--- config.mk ---
export PLATFORM = sky130hd
export DESIGN_NAME = irq_collector_flat
export DESIGN_NICKNAME = d
export VERILOG_FILES = /design/src/rtl/irq_collector_if.sv /design/src/rtl/irq_collector.sv /design/src/flat_wrapper.sv
export SDC_FILE = /design/constraint.sdc
export NUM_CORES = 1
export LEC_CHECK = 0
export ABC_CLOCK_PERIOD_IN_PS = 1700
export CAP_MARGIN = 10
export CORE_ASPECT_RATIO = 1.1
export CORE_MARGIN = 2
export CORE_UTILIZATION = 35
export CTS_CLUSTER_SIZE = 20
export DETAILED_ROUTE_END_ITERATION = 8
export GPL_ROUTABILITY_DRIVEN = 0
export GPL_TIMING_DRIVEN = 0
export PLACE_DENSITY = 0.81
export SYNTH_ARGS = -nofsm -noshare
export SYNTH_HDL_FRONTEND = slang
export SYNTH_SLANG_ARGS = --single-unit
--- constraint.sdc ---
create_clock -name clk -period 1.7 [get_ports clk]
set_input_delay 0.17 -clock clk [delete_from_list [all_inputs] [get_ports clk]]
set_output_delay 0.17 -clock clk [all_outputs]
set_load 0.1 [all_outputs]
--- src/rtl/irq_collector_if.sv ---
// Bundle between event sources/interrupt handler and the irq_collector.
// The handler-side modport drives sources, mask writes and clear requests.
interface irq_collector_if #(
    parameter int N    = 8,
    parameter int ID_W = 3
);
    logic [N-1:0]    src;
    logic            mask_we;
    logic [N-1:0]    mask_in;
    logic            clr_valid;
    logic [N-1:0]    clr_bits;
    logic            clr_ready;
    logic [N-1:0]    pending;
    logic [N-1:0]    mask;
    logic            irq;
    logic [ID_W-1:0] irq_id;

    modport master (
        output src, mask_we, mask_in, clr_valid, clr_bits,
        input  clr_ready, pending, mask, irq, irq_id
    );

    modport slave (
        input  src, mask_we, mask_in, clr_valid, clr_bits,
        output clr_ready, pending, mask, irq, irq_id
    );
endinterface

--- src/rtl/irq_collector.sv ---
// Sticky interrupt collector: captures source events, masks them, raises a
// registered irq with lowest-index id, and retires bits via a clear handshake.
module irq_collector #(
    parameter int N    = 8,
    parameter int ID_W = 3,
    parameter int EDGE = 1
) (
    input  logic           clk,
    input  logic           rst,
    irq_collector_if.slave bus
);
    typedef enum logic {IDLE = 1'b0, HOLD = 1'b1} state_t;

    state_t          state_reg, state_next;
    logic [N-1:0]    src_q_reg;
    logic [N-1:0]    pending_reg, pending_next;
    logic [N-1:0]    mask_reg;
    logic [N-1:0]    set_bits, clr_eff, active;
    logic            clr_ready_reg;
    logic            clr_accept;
    logic            irq_reg, irq_next;
    logic [ID_W-1:0] irq_id_reg, irq_id_next;

    generate
        for (genvar gi = 0; gi < N; gi++) begin : g_bit
            if (EDGE != 0) begin : g_edge
                assign set_bits[gi] = bus.src[gi] & ~src_q_reg[gi];
            end else begin : g_level
                assign set_bits[gi] = bus.src[gi];
            end
            assign clr_eff[gi]      = clr_accept & bus.clr_bits[gi];
            // OR-ing the set term last lets a same-cycle event survive its clear.
            assign pending_next[gi] = (pending_reg[gi] & ~clr_eff[gi]) | set_bits[gi];
            assign active[gi]       = pending_reg[gi] & mask_reg[gi];
        end
    endgenerate

    always_comb begin
        state_next = state_reg;
        clr_accept = 1'b0;
        case (state_reg)
            IDLE: begin
                if (bus.clr_valid) begin
                    clr_accept = 1'b1;
                    state_next = HOLD;
                end
            end
            HOLD: state_next = IDLE;
            default: state_next = IDLE;
        endcase
    end

    always_comb begin
        irq_next    = |active;
        irq_id_next = '0;
        for (int i = N - 1; i >= 0; i--) begin
            if (active[i]) begin
                irq_id_next = ID_W'(i);
            end
        end
    end

    always_ff @(posedge clk) begin
        if (rst) begin
            state_reg     <= IDLE;
            clr_ready_reg <= 1'b1;
            src_q_reg     <= '0;
            pending_reg   <= '0;
            mask_reg      <= '0;
            irq_reg       <= 1'b0;
            irq_id_reg    <= '0;
        end else begin
            state_reg     <= state_next;
            clr_ready_reg <= (state_next == IDLE);
            src_q_reg     <= bus.src;
            pending_reg   <= pending_next;
            if (bus.mask_we) begin
                mask_reg <= bus.mask_in;
            end
            irq_reg       <= irq_next;
            irq_id_reg    <= irq_id_next;
        end
    end

    assign bus.clr_ready = clr_ready_reg;
    assign bus.pending   = pending_reg;
    assign bus.mask      = mask_reg;
    assign bus.irq       = irq_reg;
    assign bus.irq_id    = irq_id_reg;
endmodule

--- src/flat_wrapper.sv ---
// flat-port wrapper written by rule: the top's interface ports become plain ports
module irq_collector_flat 
#(
    parameter int N    = 8,
    parameter int ID_W = 3,
    parameter int EDGE = 1
)
  (clk, rst, bus_src, bus_mask_we, bus_mask_in, bus_clr_valid, bus_clr_bits, bus_clr_ready, bus_pending, bus_mask, bus_irq, bus_irq_id);
  irq_collector_if #(.N(N), .ID_W(ID_W)) bus_i ();
  input  logic clk;
  input  logic rst;
  input wire logic [$bits(bus_i.src)-1:0] bus_src;
  input wire logic [$bits(bus_i.mask_we)-1:0] bus_mask_we;
  input wire logic [$bits(bus_i.mask_in)-1:0] bus_mask_in;
  input wire logic [$bits(bus_i.clr_valid)-1:0] bus_clr_valid;
  input wire logic [$bits(bus_i.clr_bits)-1:0] bus_clr_bits;
  output wire logic [$bits(bus_i.clr_ready)-1:0] bus_clr_ready;
  output wire logic [$bits(bus_i.pending)-1:0] bus_pending;
  output wire logic [$bits(bus_i.mask)-1:0] bus_mask;
  output wire logic [$bits(bus_i.irq)-1:0] bus_irq;
  output wire logic [$bits(bus_i.irq_id)-1:0] bus_irq_id;
  assign bus_i.src = bus_src;
  assign bus_i.mask_we = bus_mask_we;
  assign bus_i.mask_in = bus_mask_in;
  assign bus_i.clr_valid = bus_clr_valid;
  assign bus_i.clr_bits = bus_clr_bits;
  assign bus_clr_ready = bus_i.clr_ready;
  assign bus_pending = bus_i.pending;
  assign bus_mask = bus_i.mask;
  assign bus_irq = bus_i.irq;
  assign bus_irq_id = bus_i.irq_id;
  irq_collector #(.N(N), .ID_W(ID_W), .EDGE(EDGE)) u_core (.clk(clk), .rst(rst), .bus(bus_i));
endmodule
# == After elaboration in Yosys (flattened, before gate mapping) ==
# Index checks and enable logic that the tools add are counted.
# word_totals
regBits,30
out_inout_bits,21
# op_classes
mux,10
bitwise,58
n_reduce_logical,4
# ops
op,n
1-bit AND,32
1-bit inverter,18
3-bit two-way mux,4
1-bit OR,8
8-bit OR reduction,1
5-bit OR reduction,1
2-bit two-way mux,2
1-bit two-way mux,3
3-bit OR reduction,1
1-bit case mux with 2 select lines,1
2-bit OR reduction,1

# == Logic depth before layout (Yosys ltp) ==
# Gate-level depths: netlist of the first run.
# depth
ltp_word,8
mapped_depth,5
depth_no_buf,4

# == Worst setup path after synthesis of the first run ==
# Ideal clock, no wire load.
# synth_timing
kind,register -> register
startpoint,"reg u_core.pending_reg[6], in the netlist u_core.bus.pending[6]"
endpoint,"reg u_core.irq_id_reg[0], in the netlist u_core.bus.irq_id[0]"
arrival_time_ns,1.570
t_required_ns,1.578
path_slack_ns,0.009
stages_incl_launch_ff,5
period_less_slack_ns,1.691
cell_sequence,dfxtp_1 -> nand2_1 -> a32o_1 -> a22oi_2 -> o21ai_1
# synth_between
elab_chain_len,7
# synth_lines
element,line_no,text
from (decl),irq_collector.sv:16,"logic [N-1:0] pending_reg, pending_next;"
from (signal assigned),irq_collector.sv:76,pending_reg <= pending_next;
1-bit AND,irq_collector.sv:34,assign active[gi] = pending_reg[gi] & mask_reg[gi];
3-bit two-way mux (3 in a row),irq_collector.sv:57,if (active[i]) begin
2-bit two-way mux (2 in a row),irq_collector.sv:57,
1-bit two-way mux,irq_collector.sv:57,
to (signal assigned),irq_collector.sv:81,irq_id_reg <= irq_id_next;
to (decl),irq_collector.sv:22,"logic [ID_W-1:0] irq_id_reg, irq_id_next;"
# No other way between the ends.
# A chain may end at the register's enable or synchronous reset.

# == Worst setup path after layout of the first run ==
# layout_timing
startpoint,"reg u_core.irq_id_reg[2], in the netlist u_core.bus.irq_id[2]"
endpoint,out bus_irq_id[2]
# layout_rtl
element,line_no,text
to (decl),flat_wrapper.sv:21,output wire logic [$bits(bus_i.irq_id)-1:0] bus_irq_id;
# No word-level cell between the ends.

==> results of run 1 <==
## stage by stage
stage               cell area (µm²)    util
floorplan                      1080       -
global placement               1583  0.5284
detailed placement             1583  0.5284
CTS                            1657  0.5530
global route                   1660  0.5543
finish                         1660  0.5543
## per-layer routing
metal	global-route usage	vias up
li1	-	488
met1	0.1932	431
met2	0.2601	35
met3	0.04375	5
met4	0.06977	0
met5	0	-
## power breakdown
| group | switching [mW] | leakage [nW] | internal (mW) |
|---|---|---|---|
| Sequential | 0.0343 | 0.249 | 0.747 |
| Combinational | 0.315 | 0.404 | 0.138 |
| Clock | 0.218 | 0.0353 | 0.200 |
## kinds of logic (layout without fill, tap and decap cells)
group           Yosys count  count (layout)  share of synthesized area
compound gates           16              16                     0.1020
simple gates             55              55                     0.2410
buf+inv                   6              60                    0.02664
mux                       8               8                    0.07416
flops                    30              30                     0.5562
## what timing repair did
item,in CTS,in global routing
pin swaps,0,0
cloned,0,0
resized for setup,53,3
endpoints found under the setup margin,21,3
## worst min path at each step
stage               start                   to  slack [ns]
6_report              rst  u_core.src_q_reg[7]        0.15
5_1_grt               rst  u_core.src_q_reg[5]        0.17
4_1_cts               rst  u_core.src_q_reg[7]        0.14
3_5_place_dp          rst  u_core.src_q_reg[6]        0.49
3_3_place_gp          rst  u_core.src_q_reg[7]        0.47
2_1_floorplan  bus_src[0]  u_core.src_q_reg[0]        0.30
## synthesized netlist by cell type
library cell and number:
a32o_1 1, a22oi_2 2, inv_1 1, a21oi_2 1
nand3_1 2, buf_2 5, nor2_1 17, and3_1 2
a41oi_1 1, o21ai_1 1, dfxtp_1 30, mux2i_1 8
o21ai_0 1, a22oi_1 1, and2b_1 1, a21oi_1 8
nor2b_1 17, nand2_1 16
## cell type report
type / count / area [µm²] / area share
plain buffers: 5 / 25.02 / 0.01507
clock buffers: 7 / 55.05 / 0.03316
clock inverters: 1 / 5.005 / 0.003014
inverters: 1 / 3.754 / 0.002261
multi-input cells: 79 / 450.4 / 0.2713
flip-flops and latches: 30 / 600.6 / 0.3617
well taps: 34 / 42.54 / 0.02562
repair buffers: 46 / 478.0 / 0.2879
==> key figures, run 1 <==
Logic synthesis
  – Yosys top cell area share: 0.5562
  – Synth Instances: approximately 120
  – Register area share after synthesis: 0.5562
  – Number of synthesized register bits: 30
  – Syn_nets: 143
  – Post-Synthesis Cell Area: 1080 µm²
  – Cell taking the most area after synthesis: dfxtp_1
  – Mean post-synth cell area: 9.389 µm²
  – Synth area leaders: dfxtp_1 56%, nor2b_1 9.8%, mux2i_1 7.4%
  – Yosys cell types: 18
  – Yosys Warn Count: 0

Cells and area
  – Post-route insts no fill: 203
  – Ant diodes: 0
  – Commonest non-fill, non-tap cell in the layout: dfxtp_1
  – Commonest non-fill, non-tap cells in the layout: 30 x dfxtp_1, 25 x clkdlybuf4s50_1, 17 x nor2b_1, 17 x nor2_1
  – Final nets: 196
  – Share of cells above drive strength 1: 0.1834
  – FILL cells: between 200 and 300
  – Area growth, synth to finish: 53.77%

GRT
  – Vias in the first global route: 968
  – Gr ovfl total: 0
  – Global Route Usage Sum: 0.1591
  – Largest net degree at the start of global routing: 11
  – Initial antenna violation count: 0
  – First-pass GRT wire length: 4381 µm

Routing
  – Initial drt markers: 6
  – DR pass1 iterations: 4
  – DRT antenna net count: 0
  – # DRC: 0
  – WL met2: 1209 µm
  – Wirelength per Cell: roughly 12 µm
  – Final wirelength: 2485 µm
  – Wl on met1: 1059 µm
  – Via-per-instance ratio: 4.724
  – Highest Signal Layer: met4
  – WL met3: about 160 µm
  – Vias: 959

Pwr
  – Pwr Density: 995.3 nW/µm²
  – Design Power: 1.653 mW
  – Pleak: 0.6880 nW
  – Max VDD drop: 0.8278 mV

Worst setup path
  – Worst Path Required: 1.53 ns
  – CP max stage delay: 0.84 ns
  – Critical path class: reg2out
  – Worst path cell trace: dlygate4sd2_1
  – Reg-to-Reg Start: u_core.bus.pending[6]
  – Worst EP arrival: 1.47 ns
  – CP Launch Point: u_core.bus.irq_id[2]
  – Critical Path Sink Type: primary output
  – Kind of cell adding the most delay to the critical path: buffers and inverters
  – Critical path buffer and inverter count: 1
  – Crit Path Max Fanout: 1
  – Levels on crit path: 1
  – Worst R2R Setup Slack: 0.65 ns
  – CP max stage cell: dlygate4sd2_1
  – Worst r2r dst: u_core.bus.irq_id[0]
  – Worst setup SP type: register
  – CP endpoint: bus_irq_id[2]
  – Worst r2r path cells: 4

Clocking
  – Worst-path clk slew: ~0.09 ns
  – Clk root buf: clkbuf_4
  – Clk sink count: 30
  – Num CTS Buffers: 5
  – Max H-tree Level: 2
  – Post-CTS Hold Buffers: 0
  – Worst-skew pair later-pin latency: around 0.31 ns
  – Worst-case clock buffer depth: 2
  – Post-CTS Setup Bufs: 0
  – CTS tree: yes

STA
  – Max Fclk: 608.4 MHz
  – Hold Fails Final Rpt: 0
  – WHS: 0.1503 ns
  – Clock skew: 0.006757 ns
  – Worst Tran Pin Value: 0.9535 ns
  – Final setup violation count: 0
  – Slew HR: 0.3668
  – Post-Route Setup TNS: 0 ns
  – Fin crit period: 1.644 ns
  – Setup WS post-layout: 0.05645 ns
  – Max Slew Vio Count: 0
  – Final worst path period share: 0.9668
  – RSZ-0062 raised after global routing: no

Floorplanning
  – Die Width: 56.96 µm
  – Core Box Area: 2995 µm²
  – Starting density of the core: 0.3605
  – Chip Height: 62.26 µm
  – Site Rows: 21
  – Die ar.: ~3500 µm²
  – Ports: 49

Run status
  – Status: complete, no violations

Min path
  – Hold depth: 2
  – Hold crit path type: in2reg

Placed design
  – Port Buffers: 46
  – Post-DP HPWL: 1921 µm
  – Post-Place Setup Slack: -0.03608 ns
  – Placed insts: 195

Flow run
  – Max-cap violation count: 0
Power figures use the tool's default switching activity.
==> run 2, diff against run 1 <==
Settings changed: GPL_TIMING_DRIVEN 0 to not set.
==> run 2 against run 1 <==
Effect of this change: setup slack improved by 0.47 ns; first-iteration DRC count grew to 6.8 times the previous value; maximum frequency up 39%; total power up 3.7%; wire length increased by 4.9%; highest routed layer unchanged.
==> key figures, run 2 (synthesized netlist as in run 1, its figures left out) <==
Pwr
  – Pleak: approximately 0.75 nW
  – Design Power: 1.714 mW
  – Max VDD drop: 0.6490 mV
  – Pwr Density: 955.4 nW/µm²

Clocking
  – Worst-skew pair later-pin latency: 0.31 ns
  – Clk sink count: 30
  – Post-cts sizing count: 0
  – Worst-path clk slew: 0.08 ns
  – Post-CTS Hold Buffers: 0
  – Worst-case clock buffer depth: 2
  – Max H-tree Level: 2
  – CTS tree: yes
  – Post-CTS Setup Bufs: 0
  – Num CTS Buffers: 5
  – Clk root buf: clkbuf_4

Floorplanning
  – Core Box Area: 2995 µm²
  – Chip Height: ~62 µm
  – Die ar.: 3546 µm²
  – Ports: 49
  – Site Rows: 21
  – Die Width: 56.96 µm
  – Starting density of the core: 0.3605

STA
  – Max Fclk: 848.5 MHz
  – Clock skew: 0.005284 ns
  – RSZ-0062 raised after global routing: no
  – Fin crit period: 1.179 ns
  – Max Slew Vio Count: 0
  – Worst Tran Pin Value: approximately 0.37 ns
  – Post-Route Setup TNS: 0 ns
  – Hold Fails Final Rpt: 0
  – Final worst path period share: 0.6933
  – Final setup violation count: 0
  – Slew HR: 0.7533

GRT
  – First-pass GRT wire length: between 4000 and 5000 µm
  – Vias in the first global route: 1002
  – Gr ovfl total: 0
  – Global Route Usage Sum: 0.1573
  – Initial antenna violation count: 0
  – Largest net degree at the start of global routing: 13

Cells and area
  – Final nets: about 200
  – Ant diodes: 0
  – Share of cells above drive strength 1: 0.2024
  – Area growth, synth to finish: 66.16%
  – Commonest non-fill, non-tap cells in the layout: 30 x dfxtp_1, 27 x clkdlybuf4s50_1, 17 x nor2b_1, 17 x nor2_1, 16 x nand2_1
  – Commonest non-fill, non-tap cell in the layout: dfxtp_1

Worst setup path
  – Worst setup SP type: register
  – Worst path cell trace: buf_12
  – Worst EP arrival: 1.01 ns
  – Critical Path Sink Type: primary output
  – Kind of cell adding the most delay to the critical path: flip-flops
  – Critical path class: reg2out
  – Worst r2r path cells: 4
  – CP max stage cell: dfxtp_1
  – Crit Path Max Fanout: 4
  – CP Launch Point: u_core.bus.pending[3]
  – Critical path buffer and inverter count: 1
  – Reg-to-Reg Start: u_core.bus.pending[6]
  – Levels on crit path: 1
  – CP max stage delay: 0.48 ns
  – Worst Path Required: 1.53 ns

Min path
  – Worst Hold Launch: bus_src[1]
  – Hold crit path type: in2reg
  – Hold depth: 2

Run status
  – Status: complete, no violations

Routing
  – Vias: ~980
  – # DRC: 0
  – DR pass1 iterations: 4
  – Final wirelength: 2607 µm
  – Initial drt markers: between 40 and 50
  – DRT antenna net count: 0
  – Via-per-instance ratio: 4.842
  – Wirelength per Cell: 12.91 µm

Flow run
  – Max-cap violation count: 0

Placed design
  – Post-DP HPWL: 2084 µm
  – Port Buffers: 48
==> run 2: cell count changes in the layout (fill, tap and decap cells not counted), moves of 2 or more <==
cell             previous run  this run
buf_2                       5         0
buf_4                       0        10
dlygate4sd2_1               2         0
clkdlybuf4s15_2            16         0
buf_12                      0        15
clkdlybuf4s50_1            25        27
clkdlybuf4s15_1             3         0
==> run 2: per-layer routing <==
layer / GRT usage / wire, µm
met5: 0 / 0
met4: 0.06105 / 40
met3: 0.05000 / 197
met2: 0.2557 / 1285
met1: 0.1913 / 1085
==> run 2: final cells by class <==
type	count	area (µm²)
flip-flops and latches	30	600.6
clock buffers	6	51.30
well taps	34	42.54
repair buffers	52	645.6
fillers	260	1201
multi-input cells	79	450.4
inverters	1	3.754
==> run 2: path summary, 6_finish.rpt <==
kind	slack, ns	to
worst min-delay path	0.44	u_core.src_q_reg[1]
worst min register to register	0.54	u_core.bus.pending[7]
worst max-delay path	0.52	bus_pending[3]
worst max register to register	0.57	u_core.bus.irq_id[0]
==> run 2: where the power goes <==
part | total, mW | internal (mW) | leakage (nW) | switching (mW)
sequential | 0.797 | 0.747 | 0.249 | 0.0496
combinational | 0.519 | 0.202 | 0.476 | 0.317
clock | 0.399 | 0.186 | 0.0302 | 0.213
==> run 2: metrics by stage <==
stage / setup slack (ns) / std cells / util / instance area [µm²] / hold WS (ns)
final: 0.5215 / 202 / 0.5990 / 1794 / 0.4388
after global routing: 0.4871 / 202 / 0.5990 / 1794 / 0.4405
after CTS: 0.5125 / 202 / 0.5990 / 1794 / 0.4289
after detailed placement: 0.3432 / 196 / 0.5819 / 1743 / 0.5282
after global placement: 0.4203 / 196 / 0.5819 / 1743 / 0.5177
after floorplan: 0.008641 / 115 / - / 1080 / 0.2982
